### src/rtl/simple_bus_reg_slave.sv
// Target endpoint for the simple_bus request/valid protocol: a byte-wide register
// bank at BASE_ADDR that answers every request with one s_valid pulse after WAIT_STATES idle cycles.
module simple_bus_reg_slave #(
    parameter logic [7:0] BASE_ADDR   = 8'h40,
    parameter int         DEPTH       = 16,
    parameter int         WAIT_STATES = 1
) (
    input  logic       clk,
    input  logic       rst,
    input  logic       s_req,
    input  logic       s_rw,
    input  logic [7:0] s_addr,
    input  logic [7:0] s_wdata,
    output logic [7:0] s_rdata,
    output logic       s_valid,
    output logic       busy,
    output logic [1:0] dbg_state
);

    // Handshake: the requester raises s_req with s_rw/s_addr/s_wdata and holds it until
    // it sees s_valid; s_valid is a single-cycle pulse and s_rdata is 8'h00 outside it.
    // A new request is accepted only after s_req has been low for at least one edge.

    localparam int         IDX_W   = (DEPTH > 1) ? $clog2(DEPTH) : 1;
    localparam logic [3:0] WS_LOAD = (WAIT_STATES > 0) ? 4'(WAIT_STATES - 1) : 4'd0;
    localparam logic [8:0] LIM9    = {1'b0, BASE_ADDR} + 9'(DEPTH);

    typedef enum logic [1:0] {
        ST_IDLE = 2'd0,
        ST_WAIT = 2'd1,
        ST_RESP = 2'd2,
        ST_DONE = 2'd3
    } state_t;

    state_t           state_q, state_d;
    logic [3:0]       cnt_q, cnt_d;
    logic             rw_q;
    logic [7:0]       addr_q;
    logic [7:0]       wdata_q;
    logic             valid_q;
    logic [7:0]       rdata_q;
    logic [7:0]       regs_q [DEPTH];
    logic             capture;
    logic             respond;
    logic             hit;
    logic [IDX_W-1:0] idx;

    // 9-bit compare so the upper bound never wraps past 8'hFF
    assign hit = ({1'b0, addr_q} >= {1'b0, BASE_ADDR}) && ({1'b0, addr_q} < LIM9);
    assign idx = IDX_W'(addr_q - BASE_ADDR);

    always_comb begin
        state_d = state_q;
        cnt_d   = cnt_q;
        capture = 1'b0;
        respond = 1'b0;
        case (state_q)
            ST_IDLE: begin
                if (s_req) begin
                    capture = 1'b1;
                    if (WAIT_STATES > 0) begin
                        state_d = ST_WAIT;
                        cnt_d   = WS_LOAD;
                    end else begin
                        state_d = ST_RESP;
                    end
                end
            end
            ST_WAIT: begin
                if (cnt_q == 4'd0) begin
                    state_d = ST_RESP;
                end else begin
                    cnt_d = cnt_q - 4'd1;
                end
            end
            ST_RESP: begin
                respond = 1'b1;
                state_d = ST_DONE;
            end
            ST_DONE: begin
                if (!s_req) begin
                    state_d = ST_IDLE;
                end
            end
            default: state_d = ST_IDLE;
        endcase
    end

    always_ff @(posedge clk or posedge rst) begin
        if (rst) begin
            state_q <= ST_IDLE;
            cnt_q   <= 4'd0;
            rw_q    <= 1'b0;
            addr_q  <= 8'h00;
            wdata_q <= 8'h00;
            valid_q <= 1'b0;
            rdata_q <= 8'h00;
            for (int i = 0; i < DEPTH; i++) begin
                regs_q[i] <= 8'h00;
            end
        end else begin
            state_q <= state_d;
            cnt_q   <= cnt_d;
            if (capture) begin
                rw_q    <= s_rw;
                addr_q  <= s_addr;
                wdata_q <= s_wdata;
            end
            // The edge leaving RESP raises s_valid, loads read data and commits writes together
            valid_q <= respond;
            rdata_q <= (respond && rw_q && hit) ? regs_q[idx] : 8'h00;
            if (respond && !rw_q && hit) begin
                regs_q[idx] <= wdata_q;
            end
        end
    end

    assign s_valid   = valid_q;
    assign s_rdata   = rdata_q;
    assign busy      = (state_q != ST_IDLE);
    assign dbg_state = state_q;

endmodule

### config.mk
export PLATFORM = sky130hd
export DESIGN_NAME = simple_bus_reg_slave
export DESIGN_NICKNAME = d
export VERILOG_FILES = /design/src/rtl/simple_bus_reg_slave.sv
export SDC_FILE = /design/constraint.sdc
export NUM_CORES = 1
export LEC_CHECK = 0
export CAP_MARGIN = 10
export CORE_ASPECT_RATIO = 1.2
export CORE_MARGIN = 1
export CORE_UTILIZATION = 61
export DETAILED_ROUTE_END_ITERATION = 6
export DONT_BUFFER_PORTS = 1
export PLACE_DENSITY = 0.77
export REMOVE_ABC_BUFFERS = 1
export SLEW_MARGIN = 20
export SYNTH_ARGS = -nofsm -noshare
export SYNTH_HDL_FRONTEND = slang
export SYNTH_SLANG_ARGS = --single-unit
### constraint.sdc
create_clock -name clk -period 8.24 [get_ports clk]
set_input_delay 0.824 -clock clk [delete_from_list [all_inputs] [get_ports clk]]
set_output_delay 0.824 -clock clk [all_outputs]
set_load 0.01 [all_outputs]
==> metrics.yaml <==
run_status:
  status: "complete, no violations"
layout:
  nets: 501
  post-route-util_pct: 68.7
  synthToLayoutAreaGrowth_pct: 8.65
  drive_above_1_share_pct: 45.4
  antenna_cells: 0
die:
  design.portCount: 32
  rows: 43
  die_w_um: 102
  die_area_um2: 12500
  die_h_um: 122
  coreArea_um2: 11700
  initial_core_util_pct: 63.2
hold_path:
  hold_path.class: "input pin to asynchronous set/reset pin"
timing:
  setup_tns_ns: 0
  relSlewSlack_pct: 39.7
  min_period_ns: 2.67
  final_max_slew_viol_count: 0
  worst_pin_slew_ns: 0.905
  finalClockSkew_ns: 0.00681
  finalHoldViolCount: 0
  rsz0062_at_grt: "no"
  setup-violations-final: 0
  fin_ws_ns: 5.57
  post-route-period-util_pct: 32.4
  clock.fmax_ghz: 0.375
cts:
  post_cts_buffers: 0
  path_clk_slew_ns: 0.06
  clk_latency_ns: 0.43
  root_buffer: "clkbuf_16"
  clock_sinks: 160
  cts_buffers: 17
  cts_tree: "built"
  ctsHtreeMaxLevel: 4
  ctsResizeCount: 0
  ctsHoldBuffers: 0
  ctsLongestPathBuffers: 2
critical_path:
  crit_family: "simple AND/OR/NAND/NOR gates"
  slowest_delay_ns: 0.69
  crit_buf_inv: 1
  crit_slowest_cell: "dfrtp_2"
  cp-end-kind: "flip-flop"
  cp-start-kind: "flip-flop"
  critical_path_class: "flip-flop to flip-flop"
  worstPathCellList: "buf_4, nor2b_1, nand3_2, mux2_2"
  arrival_ns: 2.98
  path_max_fanout: 32
  critPathRequiredTime_ns: 8.55
power:
  p_per_area_nw_per_um2: 305
  peakVddDrop_mv: 0.238
  p_leak_uw: 0.00391
grt:
  grt_pass1_vias: 4331
  grt_use_total_pct: 26.0
  antenna_found_initial: 0
  grt_max_degree: 87
  grt_remaining_overflow: 0
  grt_pass1_wl_um: 23300
placed_design:
  dpl.hpwl_um: 9420
  place_congestion: 0.770
  pre_cts_slack_ns: 5.54
  io_buffers: 0
route:
  drt_wl_total_um: 14400
  drtIter0Drc: 214
  vias_per_cell: 6.28
  vias: 4043
  wl_per_cell_um: 22.3
  remaining_drc_errors: 0
  final_antenna_net_count: 0
  drt-pass1-iter-count: 4
logic_synthesis:
  synth.area.top_cells: "dfrtp_1 54%, mux2_2 22%, mux4_2 6.4%, mux2i_1 2.6%, nand3_4 2.4%"
  syn_inst: 480
  synth-edff-count: 0
  synth_flop_cell: "dfrtp_1"
  post_synth_instance_area_um2: 7380
  ys_async_sr_fraction_pct: 100
  synth_commonest_cells: "160 x dfrtp_1, 146 x mux2_2, 21 x mux4_2"
  syn_avg_cell_area_um2: 15.4
  synth-seq-area-share_pct: 54.3
  synth_cell_type_count: 42
  synth_area_leader_cell: "dfrtp_1"
  post-synth-top-count-cell: "dfrtp_1"
  synth-warning-count: 0
  synth-seq-cells: 160
  yosysTopAreaCellShare_pct: 54.3
flow_run:
  cap_violations: 0
## cell usage in the layout, fill, tap and decap left out, types with 2 or more instances in the layout
cell | netlist | routed
dfrtp_1 | 160 | 159
mux2_2 | 146 | 146
mux4_2 | 21 | 21
mux2i_1 | 19 | 19
clkbuf_16 | 0 | 17
nor2_1 | 14 | 14
nand3_4 | 10 | 10
o22ai_1 | 7 | 7
nor3_1 | 7 | 7
ha_1 | 7 | 7
a221o_1 | 6 | 6
clkbuf_1 | 17 | 6
nand2_1 | 5 | 5
inv_1 | 6 | 5
nor2b_1 | 5 | 5
nand4_2 | 4 | 4
clkinv_2 | 0 | 4
buf_4 | 2 | 4
nand2b_1 | 3 | 3
a21oi_1 | 3 | 3
mux4_1 | 3 | 3
clkbuf_8 | 0 | 3
or3b_2 | 2 | 2
and2_1 | 2 | 2
nand4_1 | 2 | 2
nand3_2 | 2 | 2
nand3b_1 | 2 | 2
bufinv_16 | 0 | 2
## through the flow
step / cells / area (um^2) / hold WS (ns) / total power (uW)
floorplan: 451 / 7210 / 0.470 / 1500
finish: 644 / 8020 / 0.398 / 2450
global route: 644 / 8020 / 0.470 / 2550
CTS: 644 / 8020 / 0.431 / 2460
detailed placement: 612 / 7450 / 0.488 / 1700
global placement: 612 / 7450 / 0.479 / 1680
## sequential cells by signal, summed over array words and instances, names as in the netlist
name and flops:
rw_q 1, s_rdata 8, wdata_q 8, regs_q 128, dbg_state 2, s_valid 1, addr_q 8, cnt_q 4
## worst paths after layout
path / start / end / slack [ns] / depth (start not counted)
max in group asynchronous: rst / addr_q[0] / 6.42 / 2
min in group clk: regs_q[30] / regs_q[30] / 0.50 / 1
setup / recovery: addr_q[0] / regs_q[35] / 5.57 / 4
hold reg to reg: regs_q[30] / regs_q[30] / 0.50 / 1
setup reg to reg: addr_q[0] / regs_q[35] / 5.57 / 4
hold / removal: rst / cnt_q[2] / 0.40 / 1
## kinds of logic after synthesis
group / synth area share [%]
DFF: 54.3
and+or+nand+nor: 7.43
AOI/OAI and AO/OA: 2.14
buffers and inverters: 2.53
adders and majority gates: 1.19
xor gates and xnor gates: 0.119
muxes: 32.3
## per-layer routing
layer / track usage, % / vias up / share of wire, %
li1: - / 1783 / -
met3: 7.23 / 19 / 4.1
met1: 33.9 / 2159 / 44
met4: 9.38 / 0 / 2.0
met5: 0 / - / 0
met2: 41.8 / 82 / 49
## cell type report
class / count / area [um^2]
flip-flops and latches: 160 / 4010
fillers: 830 / 3660
multi-input cells: 285 / 3190
clock buffers: 26 / 489
well taps: 157 / 196
clock inverters: 6 / 80.1
repair buffers: 4 / 30.0
inverters: 6 / 27.5
## power by group
| group | switching (uW) | total [uW] | internal, uW |
|---|---|---|---|
| Combinational | 279 | 540 | 262 |
| Sequential | 235 | 1150 | 911 |
| Clock | 292 | 760 | 468 |
Note: power is estimated with default switching activity, not from simulation.
